`config.mk`:
```
export PLATFORM = sky130hd
export DESIGN_NAME = config_bus_arbiter
export DESIGN_NICKNAME = d
export VERILOG_FILES = /design/src/rtl/config_bus_arbiter.sv
export SDC_FILE = /design/constraint.sdc
export NUM_CORES = 1
export LEC_CHECK = 0
export ABC_CLOCK_PERIOD_IN_PS = 2700
export CELL_PAD_IN_SITES_DETAIL_PLACEMENT = 1
export CELL_PAD_IN_SITES_GLOBAL_PLACEMENT = 2
export CORE_MARGIN = 3
export CORE_UTILIZATION = 28
export DETAILED_ROUTE_END_ITERATION = 16
export GPL_TIMING_DRIVEN = 0
export PLACE_DENSITY_LB_ADDON = 0.1
export SLEW_MARGIN = 20
export SYNTH_ARGS = -nofsm -noshare
export SYNTH_HDL_FRONTEND = slang
export SYNTH_SLANG_ARGS = --single-unit
```
`constraint.sdc`:
```
create_clock -name clk -period 2.7 [get_ports clk]
set_input_delay 0.54 -clock clk [delete_from_list [all_inputs] [get_ports clk]]
set_output_delay 0.54 -clock clk [all_outputs]
set_load 0.03 [all_outputs]
```
`src/rtl/config_bus_arbiter.sv`:
```
// -----------------------------------------------------------------------------
// config_bus_arbiter
//   Shares one Config-style read/write bus (r_en / w_en / write_data /
//   read_data) between NUM_REQ requesters. One transaction is in flight at a
//   time. The bus side issues a single-cycle strobe, waits RD_LATENCY cycles
//   for read data, and the owner then receives a single-cycle response pulse.
//
//   Arbitration is round-robin by default: the most recently granted requester
//   has the lowest priority. Define CFG_ARB_FIXED_PRIO_EN to use fixed priority
//   instead (lowest index wins, no round-robin pointer). Timing is the same in
//   both modes.
//
// Parameters
//   NUM_REQ     number of requesters (2..8)
//   DATA_WIDTH  bus data width
//   RD_LATENCY  cycles from the bus_r_en strobe until bus_read_data is valid (1..4)
//
// Ports
//   clk            clock, rising edge
//   rst            synchronous reset, active high
//   req_valid      per-requester request, held until its req_ready
//   req_write      per-requester 1=write / 0=read, sampled at handshake
//   req_wdata      per-requester write data, requester i at [i*DATA_WIDTH +: DATA_WIDTH]
//   req_ready      one-hot grant (combinational, only in IDLE)
//   rsp_valid      one-cycle completion pulse to the owner
//   rsp_rdata      read data (0 after a write), valid with rsp_valid, held otherwise
//   bus_r_en       read strobe to slave
//   bus_w_en       write strobe to slave
//   bus_write_data write data to slave, held until the next grant
//   bus_read_data  read data from slave
//   busy           high whenever a transaction is in progress
// -----------------------------------------------------------------------------
module config_bus_arbiter #(
    parameter int NUM_REQ    = 4,
    parameter int DATA_WIDTH = 8,
    parameter int RD_LATENCY = 1
) (
    input  logic                          clk,
    input  logic                          rst,
    input  logic [NUM_REQ-1:0]            req_valid,
    input  logic [NUM_REQ-1:0]            req_write,
    input  logic [NUM_REQ*DATA_WIDTH-1:0] req_wdata,
    output logic [NUM_REQ-1:0]            req_ready,
    output logic [NUM_REQ-1:0]            rsp_valid,
    output logic [DATA_WIDTH-1:0]         rsp_rdata,
    output logic                          bus_r_en,
    output logic                          bus_w_en,
    output logic [DATA_WIDTH-1:0]         bus_write_data,
    input  logic [DATA_WIDTH-1:0]         bus_read_data,
    output logic                          busy
);

    localparam int IW = (NUM_REQ > 1) ? $clog2(NUM_REQ) : 1;
    localparam int CW = (RD_LATENCY > 1) ? $clog2(RD_LATENCY) : 1;

    typedef enum logic [1:0] {IDLE, ISSUE, WAIT, RESP} state_e;

    state_e                state_q;
    logic [IW-1:0]         owner_q;
    logic                  write_q;
    logic [DATA_WIDTH-1:0] wdata_q;
    logic [DATA_WIDTH-1:0] rdata_q;
    logic [CW-1:0]         cnt_q;
    logic                  rd_q;
    logic                  wr_q;
    logic [NUM_REQ-1:0]    rsp_q;
`ifndef CFG_ARB_FIXED_PRIO_EN
    logic [IW-1:0]         last_q;
`endif

    // Per-requester view of the flat write-data bus.
    logic [DATA_WIDTH-1:0] wd [NUM_REQ];
    for (genvar g = 0; g < NUM_REQ; g++) begin : g_slice
        assign wd[g] = req_wdata[g*DATA_WIDTH +: DATA_WIDTH];
    end

    // Grant selection. In round-robin mode the search starts just after the
    // last winner and wraps, so the last winner is examined last.
    logic                  hs_d;
    logic [IW-1:0]         sel_d;
    logic                  sel_write_d;
    logic [DATA_WIDTH-1:0] sel_wdata_d;

    always_comb begin
        int idx;
        idx         = 0;
        hs_d        = 1'b0;
        sel_d       = '0;
        sel_write_d = 1'b0;
        sel_wdata_d = '0;
        req_ready   = '0;
        if (state_q == IDLE) begin
            for (int k = 0; k < NUM_REQ; k++) begin
`ifdef CFG_ARB_FIXED_PRIO_EN
                idx = k;
`else
                idx = int'(last_q) + 1 + k;
                if (idx >= NUM_REQ) idx = idx - NUM_REQ;
`endif
                if (!hs_d && req_valid[IW'(idx)]) begin
                    hs_d        = 1'b1;
                    sel_d       = IW'(idx);
                    sel_write_d = req_write[IW'(idx)];
                    sel_wdata_d = wd[IW'(idx)];
                end
            end
            if (hs_d) req_ready[sel_d] = 1'b1;
        end
    end

    always_ff @(posedge clk) begin
        if (rst) begin
            state_q <= IDLE;
            owner_q <= '0;
            write_q <= 1'b0;
            wdata_q <= '0;
            rdata_q <= '0;
            cnt_q   <= '0;
            rd_q    <= 1'b0;
            wr_q    <= 1'b0;
            rsp_q   <= '0;
`ifndef CFG_ARB_FIXED_PRIO_EN
            last_q  <= IW'(NUM_REQ - 1);
`endif
        end else begin
            // Strobes and response are single-cycle pulses by default.
            rd_q  <= 1'b0;
            wr_q  <= 1'b0;
            rsp_q <= '0;
            unique case (state_q)
                IDLE: begin
                    if (hs_d) begin
                        owner_q <= sel_d;
                        write_q <= sel_write_d;
                        wdata_q <= sel_wdata_d;
                        wr_q    <= sel_write_d;
                        rd_q    <= !sel_write_d;
`ifndef CFG_ARB_FIXED_PRIO_EN
                        last_q  <= sel_d;
`endif
                        state_q <= ISSUE;
                    end
                end
                ISSUE: begin
                    if (write_q) begin
                        rsp_q[owner_q] <= 1'b1;
                        rdata_q        <= '0;
                        state_q        <= RESP;
                    end else begin
                        cnt_q   <= CW'(RD_LATENCY - 1);
                        state_q <= WAIT;
                    end
                end
                WAIT: begin
                    // Count 0 is the cycle in which the slave data is valid.
                    if (cnt_q == '0) begin
                        rdata_q        <= bus_read_data;
                        rsp_q[owner_q] <= 1'b1;
                        state_q        <= RESP;
                    end else begin
                        cnt_q <= cnt_q - 1'b1;
                    end
                end
                RESP: state_q <= IDLE;
                default: state_q <= IDLE;
            endcase
        end
    end

    assign rsp_valid      = rsp_q;
    assign rsp_rdata      = rdata_q;
    assign bus_r_en       = rd_q;
    assign bus_w_en       = wr_q;
    assign bus_write_data = wdata_q;
    assign busy           = (state_q != IDLE);

endmodule

```
# == Word-level counts from Yosys, hierarchy flattened ==
# Cells that the tools add are included.
# word_totals
reg_bits,30
inputBits,50
output_inout_bits,27
wordCells,151
# op_classes
n_addsub,9
n_lt_le_gt_ge,16
n_eq_ne,7
muxes,86
bitwise_logic,6
reduce_logical,17
# ops
cell,count
$mux W8,14
$bmux W8 S2,4
$mux W1,35
$mux W2,15
$bmux W1 S2,8
$lt A2 B4 Y1 const B,4
$mux W4,4
$pmux W8 S2,1
$ge A2 B3 Y1 const B,4
$ge A4 B3 Y1 const B,3
$add A3 B2 Y4 const B,2
$ne A2 B2 Y1 const B,4
$not A2 Y2,4
$pmux W2 S4,1
$pmux W4 S2,1
$sub A2 B1 Y2 const B,4
$lt A2 B3 Y1 const B,2
$reduce_and A2 Y1,3
$logic_and A1 B1 Y1,5
$add A3 B1 Y4 const B,1
$demux W1 S2,2
$eq A2 B2 Y1 const B,2
$ge A2 B1 Y1 const B,2
$logic_not A1 Y1,4
other kinds (10),12

# == Logic depth before layout (Yosys ltp) ==
# Gate-level depths: netlist of the first run.
# logic_depth
ltp_word,27
mapped_depth,8
depth_no_buf,7

# == Worst setup path before layout of the first run ==
# OpenSTA, ideal clock, no wires.
# synth_timing
path_type,in2out
start,in req_valid[0]
end,out req_ready[3]
t_arrival_ns,1.881
setup_slack_ns,0.279
stages,6
n_path_buf,2
cell_sequence,clkbuf_1 nor4_1 nor2_1 clkbuf_1 nand2_1 nor2_1
# synth_via
elab_chain_len,23
# synth_rtl
item,line,rtl
from (decl),40,"input logic [NUM_REQ-1:0] req_valid,"
$bmux W1 S2,100,if (!hs_d && req_valid[IW'(idx)]) begin
$mux W1 (implied by the code) (2 in series),100,
$mux W1,100,
$mux W1,92,if (state_q == IDLE) begin
$logic_not A1 Y1,100,
$logic_and A1 B1 Y1,100,
$mux W1,100,
$mux W1,92,
[6 not listed],n/a,
$mux W2,100,
$mux W2,92,
$lt A2 B3 Y1 (implied by the code) / $ge A2 B1 Y1 (equally long branches),107,if (hs_d) req_ready[sel_d] = 1'b1;
$logic_and A1 B1 Y1 (implied by the code),107,
$mux W1 (implied by the code),107,
$demux W1 S2,107,
$mux W4 (*),107,
$mux W4 (*),92,
to (decl),43,"output logic [NUM_REQ-1:0] req_ready,"
# Mark *: on every way between the ends. The rest lies on a longest branch, timed or not. The select of a mux whose other input is x is not followed.

# == Final worst setup path of the first run ==
# layout_timing
start,in req_valid[2]
end,out req_ready[1]
# Same word-level chain as after synthesis.

==> results of run 1 <==
cells in the final DEF, fill, tap and decap left out, drive strengths merged, types with 2 or more instances in the layout:
| cell | n |
|---|---|
| or3b | 3 |
| nor4 | 2 |
| a22oi | 16 |
| a21oi | 18 |
| and2 | 3 |
| or2 | 2 |
| buf | 20 |
| nand2 | 21 |
| nor2 | 24 |
| clkbuf | 11 |
| nor3b | 3 |
| clkdlybuf4s50 | 68 |
| nand2b | 8 |
| nor3 | 5 |
| clkinv | 2 |
| nand3b | 7 |
| o21ai | 19 |
| a211oi | 12 |
| mux2i | 18 |
| ha | 3 |
| clkdlybuf4s15 | 4 |
| inv | 13 |
| dfxtp | 29 |
| mux4 | 29 |
stage by stage:
stage	instance area (um2)	cells
floorplan	2560	267
global placement	3450	451
detailed placement	3450	451
CTS	3670	460
global route	3690	462
finish	3690	462
layout make-up:
| cell class | count | area (um2) |
|---|---|---|
| inverter | 13 | 48.8 |
| clock buffer | 5 | 68.8 |
| buffer | 17 | 138 |
| tap | 108 | 135 |
| timing repair buffer | 82 | 807 |
| sequential | 29 | 581 |
| fill | 1016 | 5120 |
| clock inverter | 3 | 17.5 |
| multi-input combinational | 205 | 1890 |
layer usage:
layer	track usage [%]	wire length, um	vias up
met3	2.89	483	4
li1	-	-	1188
met1	23.5	3930	1272
met4	4.50	53	0
met5	0	0	-
met2	29.8	4360	71
synthesized netlist by cell type, drive strengths merged (2+ instances only):
library cell  number  area [um2]
buf               15        93.8
mux2i             18         180
inv               13        48.8
nor3               5        25.0
dfxtp             29         581
a211oi            12         148
nand3b             7        52.6
nor3b              3        22.5
ha                 3        37.5
nand2             21        78.8
nor4               2        12.5
mux4              29         653
nor2              24        90.1
a21oi             18        93.8
o21ai             19        95.1
a22oi             16         120
and2               3        18.8
clkbuf             5        18.8
nand2b             8        50.1
or2                2        12.5
or3b               3        28.8
flip-flops by register name, indices dropped and copies added (netlist names):
signal and flops:
rsp_valid 4, bus_w_en 1, rsp_rdata 8, bus_write_data 8, write_q 1, bus_r_en 1, state_q 2, last_q 2
owner_q 2
worst register-to-register path: cells and delay by family (launching register included):
kind                   cells  cell delay [ns]
AO/OA/AOI/OAI              3             0.71
buffers and inverters      2             0.45
flip-flops                 1             0.43
AND/OR/NAND/NOR            2             0.45
timing repair:
action	CTS	global route
pin swaps	2	1
hold buffers	0	0
gates resized for setup	46	8
buffers inserted	3	3
endpoints found under the setup margin	4	4
logic make-up (layout without fill, tap and decap cells):
family | Yosys count | count (layout) | synth area share [%]
adders and majority gates | 3 | 3 | 1.47
muxes | 47 | 47 | 32.6
and+or+nand+nor | 84 | 84 | 17.0
DFF | 29 | 29 | 22.7
buffers and inverters | 33 | 120 | 6.31
AOI/OAI and AO/OA | 71 | 71 | 19.9
path summary, 6_finish.rpt:
path | start | end | slack, ns | cells after the start
worst min-delay path | owner_q[1] | rsp_valid[2] | 0.48 | 2
worst max-delay path | req_valid[2] | req_ready[1] | 0.13 | 7
worst min register to register | owner_q[1] | rsp_valid[2] | 0.48 | 2
worst max register to register | last_q[0] | bus_write_data[2] | 0.52 | 7
power by group through the flow:
stage	clock network (mW)	registers (mW)	logic (mW)
detailed placement	0	0.649	2.29
finish	0.362	0.641	2.36
global route	0.403	0.658	2.58
floorplan	0	0.790	1.45
CTS	0.377	0.640	2.40
global placement	0	0.646	2.27
==> results.cfg, run 1 <==
[clocking]
ctsLongestPathBuffers = 2
clk_latency_ns = 0.28
clk_pin_slew_worst_paths_ns = 0.07
cts_tree = built
clockRootBuffer = clkbuf_8
htree_levels = 2
cts.sinks = 29
tritoncts.num_buffers = 5

[timing]
tightest_slew_ns = 0.808
final_max_slew_viol_count = 0
post-route-min-period_ns = 2.57
clock_skew_ns = 0.00493
hold_ws_ns = 0.484
setup_violations = 0
relSlewSlack_pct = 46.1
finalHoldViolations = 0
grt_setup_unrepaired = no
min_period_over_period_pct = 95.2
layout_setup_ws_ns = 0.129
tns_ns = 0
clock.fmax_ghz = 0.389

[yosys]
synth_top_flop_cell = dfxtp_1
synth_fp_nets = 320
avgSynthCellArea_um2 = 9.58
synth_seq_area_share_pct = 22.7
yosysUniqueCellTypes = 42
postSynthCellCount = 267
yosysWarnings = 0
syn_area_um2 = 2560
async_flop_share_pct = 0
ys_ff_latch = 29
synth_edf_count = 0

[routing]
dr.pass1.iters = 4
drc = 0
wirelength_mm = 8.82
drtAntennaViolNets = 0
drt_iter0_drc = 99
wire_per_inst_um = 19.1
viasPerCell = 5.49
num_vias = 2535

[global_routing]
grt_overflow_total = 0
antenna_found_initial = 0
grt_pass1_vias = 2577
grt_pass1_wl_mm = 14.0
grt_max_degree = 20
grt_usage_pct = 17.6

[power_and_ir_drop]
leakage_nw = 1.42
p_total_mw = 3.37
power_density_nw_per_um2 = 913
switching_share_pct = 46.0
power_frac_comb_pct = 70.2
p_int_mw = 1.82
peakVddDrop_mv = 0.387
p_sw_mw = 1.55
seqPwrFrac_pct = 19.0
clkPwrFrac_pct = 10.8

[placement]
routabilityCongestion = 0.796
hpwl_mm = 6.49
pre_cts_ws_ns = -1.40
port_buffers = 76

[worst_setup_path]
worst-path-buf-inv = 4
slowest_delay_ns = 0.33
crit_family = buffers and inverters
path_max_fanout = 6
crit_chain = clkdlybuf4s15_1 -> buf_6 -> buf_4 -> o22ai_1 -> a31oi_4 -> nor3_1 -> clkdlybuf4s15_2
critical_path_arrival_ns = 2.03
critPathCaptureType = output pin
crit_slowest_cell = clkdlybuf4s15_2
startpoint_type = primary input
worstSetupPathType = primary input to output pin
critPathRequiredTime_ns = 2.16

[finish]
area_growth_pct = 44.1
antenna_cells = 0
final_util_pct = 41.9
layout-drive-gt1-share_pct = 24.9
final_nets = 406

[die]
die_y_um = 102
row_count = 34
die_w_um = 102
io_pins = 77
die_area_um2 = 10300
core-area_um2 = 8810
start_util_pct = 29.0

[flow_run]
cap_violations = 0

[run_status]
outcome = finished, final reports clean

[hold_path]
hold_path_class = flip-flop to flip-flop
Power figures use the tool's default switching activity.
==> inputs of run 2 (changes only) <==
--- a/config.mk
+++ b/config.mk
@@ -17,3 +17,4 @@
 export SYNTH_ARGS = -nofsm -noshare
 export SYNTH_HDL_FRONTEND = slang
 export SYNTH_SLANG_ARGS = --single-unit
+export TNS_END_PERCENT = 10
==> results.cfg, run 2 (same netlist as run 1, synthesis figures left out) <==
[run_status]
outcome = finished, final reports clean

[global_routing]
grt_overflow_total = 0
grt_pass1_vias = 2567
grt_max_degree = 20
antenna_found_initial = 0
grt_pass1_wl_mm = 14.0
grt_usage_pct = 17.6

[timing]
tns_ns = 0
clock.fmax_ghz = 0.394
clock_skew_ns = 0.00462
tightest_slew_ns = 0.806
grt_setup_unrepaired = no
setup_violations = 0
layout_setup_ws_ns = 0.163
relSlewSlack_pct = 46.3
post-route-min-period_ns = 2.54
min_period_over_period_pct = 94.0
finalHoldViolations = 0
final_max_slew_viol_count = 0

[routing]
wirelength_mm = 8.70
drtAntennaViolNets = 0
viasPerCell = 5.48
num_vias = 2519
dr.pass1.iters = 4
wire_per_inst_um = 18.9
drc = 0
drt_iter0_drc = 128

[clocking]
clk_pin_slew_worst_paths_ns = 0.07
cts_tree = built
htree_levels = 2
tritoncts.num_buffers = 5
clockRootBuffer = clkbuf_8
clk_latency_ns = 0.28
ctsLongestPathBuffers = 2
cts.sinks = 29

[worst_setup_path]
critPathCaptureType = output pin
crit_chain = clkdlybuf4s15_1 -> buf_6 -> nor4_4 -> nand2b_4 -> nor4_4 -> nor2b_1 -> clkdlybuf4s18_2
startpoint_type = primary input
path_max_fanout = 6
crit_path_frequent_cell = nor4_4
worst-path-buf-inv = 3
crit_family = buffers and inverters
critPathRequiredTime_ns = 2.16
crit_slowest_cell = nor4_4
worstSetupPathType = primary input to output pin
slowest_delay_ns = 0.31
reg2reg_slack_ns = 0.53
critical_path_arrival_ns = 2.00

[die]
core-area_um2 = 8810
start_util_pct = 29.0
die_w_um = 102
die_y_um = 102
row_count = 34
die_area_um2 = 10300
io_pins = 77

[placement]
routabilityCongestion = 0.796
pre_cts_ws_ns = -1.40
placed_cells = 451
port_buffers = 76
hpwl_mm = 6.49

[finish]
mostFrequentLayoutCell = clkdlybuf4s50_1
stdcell_count = 460
antenna_cells = 0
area_growth_pct = 43.3
layout.cells.most_common_list = clkdlybuf4s50_1 (68), mux4_2 (29), dfxtp_1 (29), nor2_1 (23), nand2_1 (21)
layout-drive-gt1-share_pct = 24.4
fillers = 1022
final_util_pct = 41.6
final_nets = 404

[power_and_ir_drop]
switching_share_pct = 45.9
power_density_nw_per_um2 = 916
p_sw_mw = 1.54
p_total_mw = 3.36
p_int_mw = 1.82
peakVddDrop_mv = 0.383
clkPwrFrac_pct = 10.7
leakage_nw = 1.41
seqPwrFrac_pct = 19.1
power_frac_comb_pct = 70.2

[hold_path]
hold_path_class = flip-flop to flip-flop

[flow_run]
cap_violations = 0
run 2: cell types whose count changed in the layout (fill, tap and decap cells not counted), sizes merged:
cell	before	now
buf	20	18
clkbuf	11	12
clkdlybuf4s15	4	3
run 2: area by class of cell:
class	count	area, um2	area share (%)
Timing Repair Buffer	80	786	21.4
Multi-Input combinational cell	205	1890	51.6
Tap cell	108	135	3.69
Buffer	17	138	3.76
Inverter	13	48.8	1.33
Clock inverter	3	17.5	0.478
Sequential cell	29	581	15.8
Clock buffer	5	68.8	1.88
run 2: metal layers:
metal,vias up,track usage (%),share of wire [%]
met2,65,29.5,50
met1,1267,23.6,46
met3,4,2.82,4.1
met5,-,0,0
met4,0,4.29,0.55
li1,1183,-,-
run 2: repair_timing:
item,4_1_cts,5_1_grt
gates resized for setup,43,11
hold buffers,0,0
setup endpoints to repair,4,4
buffers inserted,2,2
pin swaps,2,1
run 2: through the flow:
stage | area, um2 | hold WS [ns]
detailed placement | 3450 | 0.462
CTS | 3650 | 0.481
floorplan | 2560 | 0.434
finish | 3660 | 0.484
global route | 3660 | 0.503
global placement | 3450 | 0.464
run 2: worst paths after layout:
kind	cells after the start	startpoint	to
worst max-delay path	7	req_valid[2]	req_ready[0]
worst min-delay path	2	owner_q[1]	rsp_valid[2]
worst min register to register	2	owner_q[1]	rsp_valid[2]
worst max register to register	7	last_q[0]	bus_write_data[2]
run 2: power by group through the flow:
| stage | Clock (mW) | Combinational (mW) | Sequential [mW] |
|---|---|---|---|
| 2_1_floorplan | 0 | 1.45 | 0.790 |
| 3_3_place_gp | 0 | 2.27 | 0.646 |
| 3_5_place_dp | 0 | 2.29 | 0.649 |
| 4_1_cts | 0.377 | 2.39 | 0.640 |
| 5_1_grt | 0.403 | 2.56 | 0.658 |
| 6_report | 0.360 | 2.36 | 0.641 |
run 2: tightest hold or removal path, cell delays in order (launching register included):
cell     delay (ns)
dfxtp_1        0.34
nand2_1        0.07
nor2_1         0.04
==> inputs of run 3 (changes only) <==
--- a/config.mk
+++ b/config.mk
@@ -6,6 +6,7 @@
 export NUM_CORES = 1
 export LEC_CHECK = 0
 export ABC_CLOCK_PERIOD_IN_PS = 2700
+export CAP_MARGIN = 10
 export CELL_PAD_IN_SITES_DETAIL_PLACEMENT = 1
 export CELL_PAD_IN_SITES_GLOBAL_PLACEMENT = 2
 export CORE_MARGIN = 3
==> results of run 3 <==
No change in the layout: final DEF, timing and power equal those of run 2.
